`config.mk`:
```
export PLATFORM = sky130hd
export DESIGN_NAME = irq_controller
export DESIGN_NICKNAME = d
export VERILOG_FILES = /design/src/rtl/irq_controller.sv
export SDC_FILE = /design/constraint.sdc
export NUM_CORES = 1
export LEC_CHECK = 0
export ABC_CLOCK_PERIOD_IN_PS = 3810
export BUFFER_PORTS_ARGS = -buffer_cell sky130_fd_sc_hd__buf_2
export CAP_MARGIN = 20
export CORE_MARGIN = 3
export CORE_UTILIZATION = 50
export CTS_CLUSTER_DIAMETER = 200
export CTS_CLUSTER_SIZE = 12
export DETAILED_ROUTE_END_ITERATION = 10
export GPL_TIMING_DRIVEN = 0
export PLACE_DENSITY = 0.95
export SYNTH_ARGS = -nofsm -noshare
export SYNTH_HDL_FRONTEND = slang
export SYNTH_SLANG_ARGS = --single-unit
export TNS_END_PERCENT = 20
```
`constraint.sdc`:
```
create_clock -name clk_i -period 3.81 [get_ports clk_i]
set_input_delay 0.1905 -clock clk_i [delete_from_list [all_inputs] [get_ports clk_i]]
set_output_delay 0.1905 -clock clk_i [all_outputs]
set_load 0.02 [all_outputs]
```
`src/rtl/irq_controller.sv`:
```
// irq_controller: memory-mapped edge/level interrupt controller with claim register.
// Optional input synchronizer enabled by defining IRQ_CTRL_SYNC_EN.
module irq_controller #(
  parameter int          NUM_SOURCES = 8,
  parameter logic [31:0] BASE_ADDR   = 32'h4000_0000,
  parameter int          SYNC_STAGES = 2
) (
  input  logic                   clk_i,
  input  logic                   reset_ni,
  input  logic [NUM_SOURCES-1:0] irq_i,
  input  logic [31:0]            addr_i,
  input  logic                   read_enable_i,
  output logic [31:0]            read_data_o,
  input  logic [3:0]             write_mask_i,
  input  logic [31:0]            write_data_i,
  output logic                   interrupt_o
);
  localparam int N = NUM_SOURCES;
  logic [N-1:0] sync, hist, edge_pend, enable, trigger;
  logic [N-1:0] pend_eff, active, claim_hot, set_pend, clr_pend, bmask, wbits, trig_next, en_next;
  logic [31:0] byte_mask, rd_next;
  logic [4:0] claim_id;
  logic [1:0] sel;
  logic hit, wr, rd;
  logic unused;
`ifdef IRQ_CTRL_SYNC_EN
  logic [N-1:0] sync_q [SYNC_STAGES];
  always_ff @(posedge clk_i) begin
    if (!reset_ni) begin
      for (int s = 0; s < SYNC_STAGES; s++) sync_q[s] <= '0;
    end else begin
      sync_q[0] <= irq_i;
      for (int s = 1; s < SYNC_STAGES; s++) sync_q[s] <= sync_q[s-1];
    end
  end
  assign sync = sync_q[SYNC_STAGES-1];
`else
  assign sync = irq_i;
`endif
  assign unused = ^{addr_i[1:0], write_data_i[31:N], byte_mask[31:N]};
  always_comb begin
    byte_mask = {{8{write_mask_i[3]}}, {8{write_mask_i[2]}}, {8{write_mask_i[1]}}, {8{write_mask_i[0]}}};
    bmask     = byte_mask[N-1:0];
    wbits     = write_data_i[N-1:0] & bmask;
    sel       = addr_i[3:2];
    hit       = addr_i[31:4] == BASE_ADDR[31:4];
    wr        = hit && |write_mask_i;
    rd        = hit && read_enable_i;
    pend_eff  = (edge_pend & trigger) | (sync & ~trigger);
    active    = pend_eff & enable;
    // isolate the lowest set bit: fixed priority, lowest index wins
    claim_hot = active & (~active + N'(1));
    claim_id  = '0;
    for (int i = N - 1; i >= 0; i--) if (active[i]) claim_id = 5'(i + 1);
    rd_next   = !rd         ? '0 :
                sel == 2'd0 ? 32'(pend_eff) :
                sel == 2'd1 ? 32'(enable) :
                sel == 2'd2 ? 32'(trigger) : 32'(claim_id);
    en_next   = wr && sel == 2'd1 ? (enable & ~bmask) | wbits : enable;
    trig_next = wr && sel == 2'd2 ? (trigger & ~bmask) | wbits : trigger;
    set_pend  = sync & ~hist;
    clr_pend  = (wr && sel == 2'd0 ? wbits & trigger : '0) |
                (rd && sel == 2'd3 ? claim_hot : '0) |
                (trigger & ~trig_next);
  end
  always_ff @(posedge clk_i) begin
    if (!reset_ni) begin
      read_data_o <= '0;
      interrupt_o <= 1'b0;
      edge_pend   <= '0;
      enable      <= '0;
      trigger     <= '0;
      hist        <= '1;
    end else begin
      read_data_o <= rd_next;
      interrupt_o <= |active;
      edge_pend   <= (edge_pend & ~clr_pend) | set_pend;
      enable      <= en_next;
      trigger     <= trig_next;
      hist        <= sync;
    end
  end
endmodule

```
==> impl_metrics.ini, run 1 <==
[timing]
finalSetupTns_ps = 0
hold_violations = 0
skew_ps = 6.40
maxSlewHeadroom = 0.456
rsz0062_at_grt = false
min_period_ps = 2020
period_share = 0.531
max_freq_ghz = 0.494
setup_viol = 0
final_max_slew_viol_count = 0
worst_slack_ps = 1790
worst_pin_slew_ps = 810

[global_route]
antenna_found_initial = 0
met2_usage = 0.389
met1_usage = 0.269
grt_pass1_wl_um = 9980
grt.met3_usage = 0.0788
grt_overflow = 0
track_usage = 0.236
grt_max_degree = 12
grt.busiest_layer = met2
grt_pass1_vias = 2176

[critical_path]
crit_arrival_ps = 2210
worstSetupEndpointType = register
crit_type = reg2reg
start_kind = register
reg2reg_depth = 4
crit_fanout = 5
worst_ep_required_time_ps = 4000

[clock_network]
cts-resized-gates = 0
cts_made_buffers = 5
htreeDepth = 2
cts_sinks = 41
cts_tree = yes
post_cts.repair.setup_buffers = 0
clkLatencyLatePin_ps = 300
hold_buffers = 0
clock_path_buffers = 2
cts.clk_slew.worst_paths_ps = 80
cts_root_buffer = clkbuf_8

[synth]
netlist_area_um2 = 2370
synthTopCellsByCount = dfxtp_1, buf_4, nor2b_1, mux2i_1, nor2_1
synthFlopType = dfxtp_1
yosysWarningCount = 0
synth_top_area_share = 0.346
synth_cells = 265
yosysTopAreaCell = dfxtp_1
yosysMostFrequentCell = dfxtp_1
synth_edf_count = 0
ys_ff_latch = 41
avgSynthCellArea_um2 = 8.95
synth.area.top_cells = dfxtp_1, mux2i_1, buf_4, nor2b_1, mux2_2
async_flop_share = 0
synth-seq-area-share = 0.346
synth_cell_type_count = 45

[pwr]
powerDensity_nw_per_um2 = 301
swShare = 0.260
power.internal_uw = 644
power_leakage_uw = 0.00116
pwr-share-seq = 0.508
peakVddDrop_mv = 0.181
power_switching_uw = 226
combinationalPowerShare = 0.163
clkPwrFrac = 0.329

[placement]
place_ws_ps = 1690
dp_cells = 396
dp_hpwl_um = 4500
io_buffers = 56
place_area_um2 = 2800
gp_congestion = 0.922

[drt]
via_per_inst = 5.53
drc = 0
wirelength_um = 6210
dr.pass1.iters = 6
drt_iter0_markers = 321
ant_nets = 0
vias = 2228
wl_per_cell_um = 15.4

[floorplan]
fp.dieW_um = 74.9
dieArea_um2 = 5600
fp-row-count = 24
ioPinCount = 112
initial_core_util = 0.530
core-area_um2 = 4470
die_h_um = 74.9

[cells_and_area]
drive_above_1_share = 0.296
syn_to_final_growth_pct = 21.8
finish.utilization = 0.646
final_cell_area_um2 = 2890
stdcell_count = 403
nNetsFinal = 430
n_antenna_cell = 0

[job]
drv_cap = 0

[min_path]
whs_path_depth = 2
hp-class = in2reg

[status]
status = finished, final reports clean
cell families after synthesis:
kind of cell | after synthesis | synth area share
other | 1 | 0.00158
AOI/OAI and AO/OA | 45 | 0.131
xor gates and xnor gates | 8 | 0.0296
DFF | 41 | 0.346
and+or+nand+nor | 98 | 0.261
muxes | 28 | 0.123
buffers and inverters | 44 | 0.108
critical path: stages (launching register included):
cell and delay (ps):
dfxtp_1 400, mux2_2 400, a222oi_1 560, nand4_1 210, a311oi_1 350
cells in the final DEF, fill, tap and decap left out, types with 5 or more instances in the layout:
cell,netlist,layout
nand3_1,12,12
clkbuf_8,0,6
clkbuf_1,11,12
conb_1,1,24
nor2b_1,20,20
nor2_1,13,13
inv_1,8,8
dfxtp_1,41,41
nand2b_1,12,12
mux2i_1,19,19
nor3b_1,5,5
buf_4,24,24
nand2_1,11,11
buf_2,1,57
xor2_1,7,7
a21oi_1,9,9
mux2_2,9,9
o211ai_1,5,5
nor4_1,6,6
nand3b_1,6,6
o21ai_0,8,8
cell type report:
type                       count  area, um^2
fill                         388        1590
timing repair buffer          56         280
clock buffer                   7        86.3
inverter                       8        30.0
multi-input combinational    203        1380
buffer                        36         226
tap                           52        65.1
sequential                    41         821
power by group through the flow:
stage | registers (uW) | logic, uW | clock network [uW]
after floorplan | 450 | 91.9 | 0
after detailed placement | 451 | 138 | 0
after global placement | 451 | 134 | 0
final | 442 | 142 | 286
after global routing | 442 | 155 | 306
after CTS | 442 | 139 | 287
path summary, 6_finish.rpt:
kind | startpoint | endpoint | slack, ps
max | trigger[2] | read_data_o[3] | 1790
min | irq_i[4] | hist[4] | 120
max reg2reg | trigger[2] | read_data_o[3] | 1790
min reg2reg | edge_pend[1] | edge_pend[1] | 460
metrics by stage:
step / hold slack [ps] / power, uW
finish: 115 / 870
global placement: 407 / 585
floorplan: 292 / 542
global route: 122 / 903
CTS: 114 / 867
detailed placement: 414 / 589
per-layer routing:
layer,part of all wire,vias up
met4,0.029,0
met3,0.088,29
li1,-,1067
met1,0.39,1004
met5,0,-
met2,0.49,128
Power figures use the tool's default switching activity.
==> run 2: changes to the inputs <==
Settings changed: ABC_AREA set to 1, ABC_CLOCK_PERIOD_IN_PS 3810 to 2000, CORE_UTILIZATION 50 to 48, PLACE_DENSITY 0.95 to 0.91.
Clock period 3.81 ns to 2 ns, I/O delays scaled along.
==> run 2 against run 1 <==
Compared with the run above:
- the run now ends with hold timing left
- utilization decreased by 1.2 points
- routed wire length increased by 3.5%
- sequential cell count unchanged
- synthesized cell count increased by 51%
- hold slack got worse by 120 ps
- global-route usage decreased by 3.0 points
- largest power group unchanged
- highest routed layer unchanged
==> impl_metrics.ini, run 2 <==
[timing]
min_period_ps = 1820
finalSetupTns_ps = 0
worst_slack_ps = 184
rsz0062_at_grt = false
max_freq_ghz = 0.551
final_max_slew_viol_count = 0
hold_violations = 1
skew_ps = 3.23
worst_pin_slew_ps = 763
period_share = 0.908
maxSlewHeadroom = 0.489
setup_viol = 0
whs_ps = -1.51

[synth]
synth_cell_type_count = 28
ys_ff_latch = 41
synth.area.top_cells = dfxtp_1, nand2_1, nor2_1, inv_1, buf_4
synth-seq-area-share = 0.324
synthTopCellsByCount = nand2_1, nor2_1, inv_1, dfxtp_1, nand3_1
synth_top_area_share = 0.324
yosysTopAreaCell = dfxtp_1
yosysMostFrequentCell = nand2_1
synth_edf_count = 0
netlist_area_um2 = 2540
synthFlopType = dfxtp_1
yosysWarningCount = 0
async_flop_share = 0
avgSynthCellArea_um2 = 6.32
synth_cells = 401

[pwr]
power.internal_uw = 1170
powerDensity_nw_per_um2 = 518
pwr-share-seq = 0.521
combinationalPowerShare = 0.167
swShare = 0.273
power_switching_uw = 439
clkPwrFrac = 0.312
power_leakage_uw = 0.00145
peakVddDrop_mv = 0.366

[cells_and_area]
final_common_cell = nand2_1
n_antenna_cell = 0
drive_above_1_share = 0.229
nFillCells = 463
finish.utilization = 0.633
syn_to_final_growth_pct = 22.6
most-common-layout-cells = nand2_1, nor2_1, buf_2
nNetsFinal = 573

[clock_network]
clkLatencyLatePin_ps = 290
htreeDepth = 2
cts_root_buffer = clkbuf_8
clock_path_buffers = 2
cts-resized-gates = 0
cts_tree = yes
cts_made_buffers = 5
cts_sinks = 41
cts.clk_slew.worst_paths_ps = 70

[critical_path]
crit_arrival_ps = 1970
worst_ep_required_time_ps = 2150
crit_type = reg2reg
crit_fanout = 7
worstSetupEndpointType = register
start_kind = register

[status]
violations = hold timing
status = finished with violations

[floorplan]
die_h_um = 78.7
ioPinCount = 112
fp.dieW_um = 78.7
fp-row-count = 25
core-area_um2 = 4910
dieArea_um2 = 6190
initial_core_util = 0.516

[global_route]
track_usage = 0.206
grt_pass1_vias = 2381
grt.met3_usage = 0.0408
grt_max_degree = 12
met1_usage = 0.263
grt_overflow = 0
grt.busiest_layer = met2
grt_pass1_wl_um = 10300
met2_usage = 0.346
antenna_found_initial = 0

[drt]
via_per_inst = 4.94
wirelength_um = 6420
dr.pass1.iters = 7
vias = 2768
ant_nets = 0
drc = 0
drt_iter0_markers = 289
wl_per_cell_um = 11.5

[placement]
dp_hpwl_um = 5090
place_ws_ps = 306
gp_congestion = 0.902
io_buffers = 60

[job]
drv_cap = 0

[min_path]
hp-class = in2reg
run 2: kinds of logic (layout without fill, tap and decap cells):
| family | count (synthesis) | in the layout | share of synthesized area |
|---|---|---|---|
| AO/OA/AOI/OAI | 57 | 57 | 0.132 |
| buffers and inverters | 83 | 152 | 0.168 |
| flip-flops | 41 | 41 | 0.324 |
| other | 1 | 24 | 0.00148 |
| AND/OR/NAND/NOR | 219 | 219 | 0.374 |
run 2: metrics by stage:
step                      cell area, um^2  instances  total power [uW]
after floorplan                      2620        424              1030
after global placement               3010        551              1110
after detailed placement             3010        551              1120
after CTS                            3110        560              1610
after global routing                 3110        560              1690
final                                3110        560              1610
run 2: critical path: stages (launching register included):
cell and delay (ps):
dfxtp_1 460, o21ai_0 250, nand2_1 180, nand3_1 120, nor2_1 240, nand2_1 90, nor2_1 140, nor2_1 60
nand3_1 70, a21oi_1 60
run 2: power groups by stage:
stage	logic (uW)	registers [uW]	clock network (uW)
final	269	839	502
after global placement	253	857	0
after floorplan	172	856	0
after CTS	264	839	508
after detailed placement	259	858	0
after global routing	298	840	548
run 2: path summary, 6_finish.rpt:
path	to	cells after the start	from	slack, ps
worst max-delay path	edge_pend[5]	9	trigger[2]	180
worst min-delay path	hist[6]	3	irq_i[6]	-2
worst max register to register	edge_pend[5]	9	trigger[2]	180
worst min register to register	edge_pend[4]	2	edge_pend[4]	490
run 2: what timing repair did:
item | in CTS | in global routing
setup buffers | 0 | 0
setup endpoints to repair | 0 | 0
hold endpoints to repair | 3 | 0
hold buffers | 3 | 0
run 2: cell type report:
type	count	area, um^2	area share
sequential	41	821	0.264
timing repair buffer	63	330	0.106
inverter	53	199	0.0640
multi-input combinational	300	1380	0.442
tap	67	83.8	0.0270
buffer	30	228	0.0732
clock inverter	1	5.00	0.00161
clock buffer	5	68.8	0.0221
run 2: per-layer routing:
metal	vias to the layer above	wire length (um)
met4	0	120
met5	-	0
met2	160	2960
li1	1416	-
met3	21	701
met1	1171	2640
==> run 3: changes to the inputs <==
Settings changed: BUFFER_PORTS_ARGS -buffer_cell sky130_fd_sc_hd__buf_2 to not set, CORE_UTILIZATION 48 to 52, DONT_BUFFER_PORTS set to 1, PLACE_DENSITY 0.91 to 0.77.
==> run 3 against run 2 <==
Compared with the run above:
- the run now ends clean
- register-to-register slack improved by 110 ps
- die area down 7.1%
- power grew 3.4%
- clock skew is 2.4 ps higher
- combinational power fell by 15%
- largest power group unchanged
- highest routed layer unchanged
==> impl_metrics.ini, run 3 (synthesis gave the netlist of run 2 again) <==
[timing]
rsz0062_at_grt = false
min_period_ps = 1700
skew_ps = 5.61
setup_viol = 0
hold_violations = 0
max_freq_ghz = 0.587
finalSetupTns_ps = 0
final_max_slew_viol_count = 0
maxSlewHeadroom = 0.527
worst_pin_slew_ps = 709
period_share = 0.851

[drt]
via_per_inst = 5.05
ant_nets = 0
wirelength_um = 6380
dr.pass1.iters = 7
drc = 0
drt_iter0_markers = 188
vias = 2592
wl_per_cell_um = 12.4

[pwr]
power_leakage_uw = 0.00127
peakVddDrop_mv = 0.429
powerDensity_nw_per_um2 = 561

[global_route]
grt_overflow = 0
grt_pass1_vias = 2243
track_usage = 0.230
grt_max_degree = 13
antenna_found_initial = 0
grt_pass1_wl_um = 10000

[placement]
gp_congestion = 0.920
dp_hpwl_um = 4890
place_area_um2 = 2700
io_buffers = 0

[critical_path]
worst_ep_required_time_ps = 2150
start_kind = register
crit_fanout = 7
crit_type = reg2reg
worstSetupEndpointType = register
crit_arrival_ps = 1850

[clock_network]
cts_tree = yes
htreeDepth = 2
cts-resized-gates = 0
post_cts.repair.setup_buffers = 0
cts_made_buffers = 5
cts_sinks = 41
cts_root_buffer = clkbuf_8
hold_buffers = 16
cts.clk_slew.worst_paths_ps = 80
clock_path_buffers = 2
clkLatencyLatePin_ps = 290

[floorplan]
dieArea_um2 = 5750
die_h_um = 75.8
core-area_um2 = 4530
initial_core_util = 0.559
fp.dieW_um = 75.8
fp-row-count = 24
ioPinCount = 112

[cells_and_area]
most-common-layout-cells = nand2_1, nor2_1, inv_1
drive_above_1_share = 0.123
final_common_cell = nand2_1
nNetsFinal = 526
syn_to_final_growth_pct = 16.9
n_antenna_cell = 0
final_cell_area_um2 = 2970

[min_path]
hp-class = in2reg

[status]
status = finished, final reports clean

[job]
drv_cap = 0
[run 3: changes by cell type in the layout (fill, tap and decap cells not counted)]
cell	before	now
clkbuf_8	5	7
dlygate4sd3_1	3	16
buf_2	61	1
[run 3: area by class of cell]
| cell class | count | area [um^2] |
|---|---|---|
| multi-input cells | 300 | 1380 |
| flip-flops and latches | 41 | 821 |
| inverters | 53 | 199 |
| repair buffers | 16 | 160 |
| clock buffers | 7 | 96.3 |
| plain buffers | 30 | 228 |
| fillers | 439 | 1570 |
| clock inverters | 1 | 5.00 |
| well taps | 65 | 81.3 |
[run 3: path summary, 6_finish.rpt]
kind / startpoint / endpoint / slack, ps / cells past startpoint
max: trigger[2] / edge_pend[5] / 300 / 9
min reg2reg: edge_pend[7] / edge_pend[7] / 490 / 2
max reg2reg: trigger[2] / edge_pend[5] / 300 / 9
min: write_data_i[4] / trigger[4] / 50 / 4
[run 3: where the power goes]
| part | internal (uW) | switching, uW |
|---|---|---|
| Clock | 312 | 285 |
| Combinational | 90.9 | 138 |
| Sequential | 833 | 5.52 |
[run 3: per-layer routing]
| layer | vias to the layer above | track usage | wire length, um |
|---|---|---|---|
| met5 | - | 0 | 0 |
| met4 | 0 | 0.0641 | 81 |
| met3 | 9 | 0.0488 | 609 |
| met2 | 123 | 0.375 | 2850 |
| met1 | 1134 | 0.307 | 2840 |
| li1 | 1326 | - | - |
[run 3: stage by stage]
stage           util  hold slack (ps)  worst slack, ps  instances  power (uW)
3_5_place_dp   0.596              211              371        489        1060
6_report       0.654             54.1              298        513        1660
2_1_floorplan      -              200              677        424        1030
3_3_place_gp   0.596              210              371        489        1050
5_1_grt        0.654             62.3              118        513        1740
4_1_cts        0.654             41.4              355        513        1680
[run 3: critical path, cell delays in order (launching register included)]
cell,delay (ps)
dfxtp_1,440
o21ai_0,190
nand2_1,170
nand3_1,110
nor2_1,240
nand2_1,80
nor2_1,140
nor2_1,70
nand3_1,70
a21oi_1,60
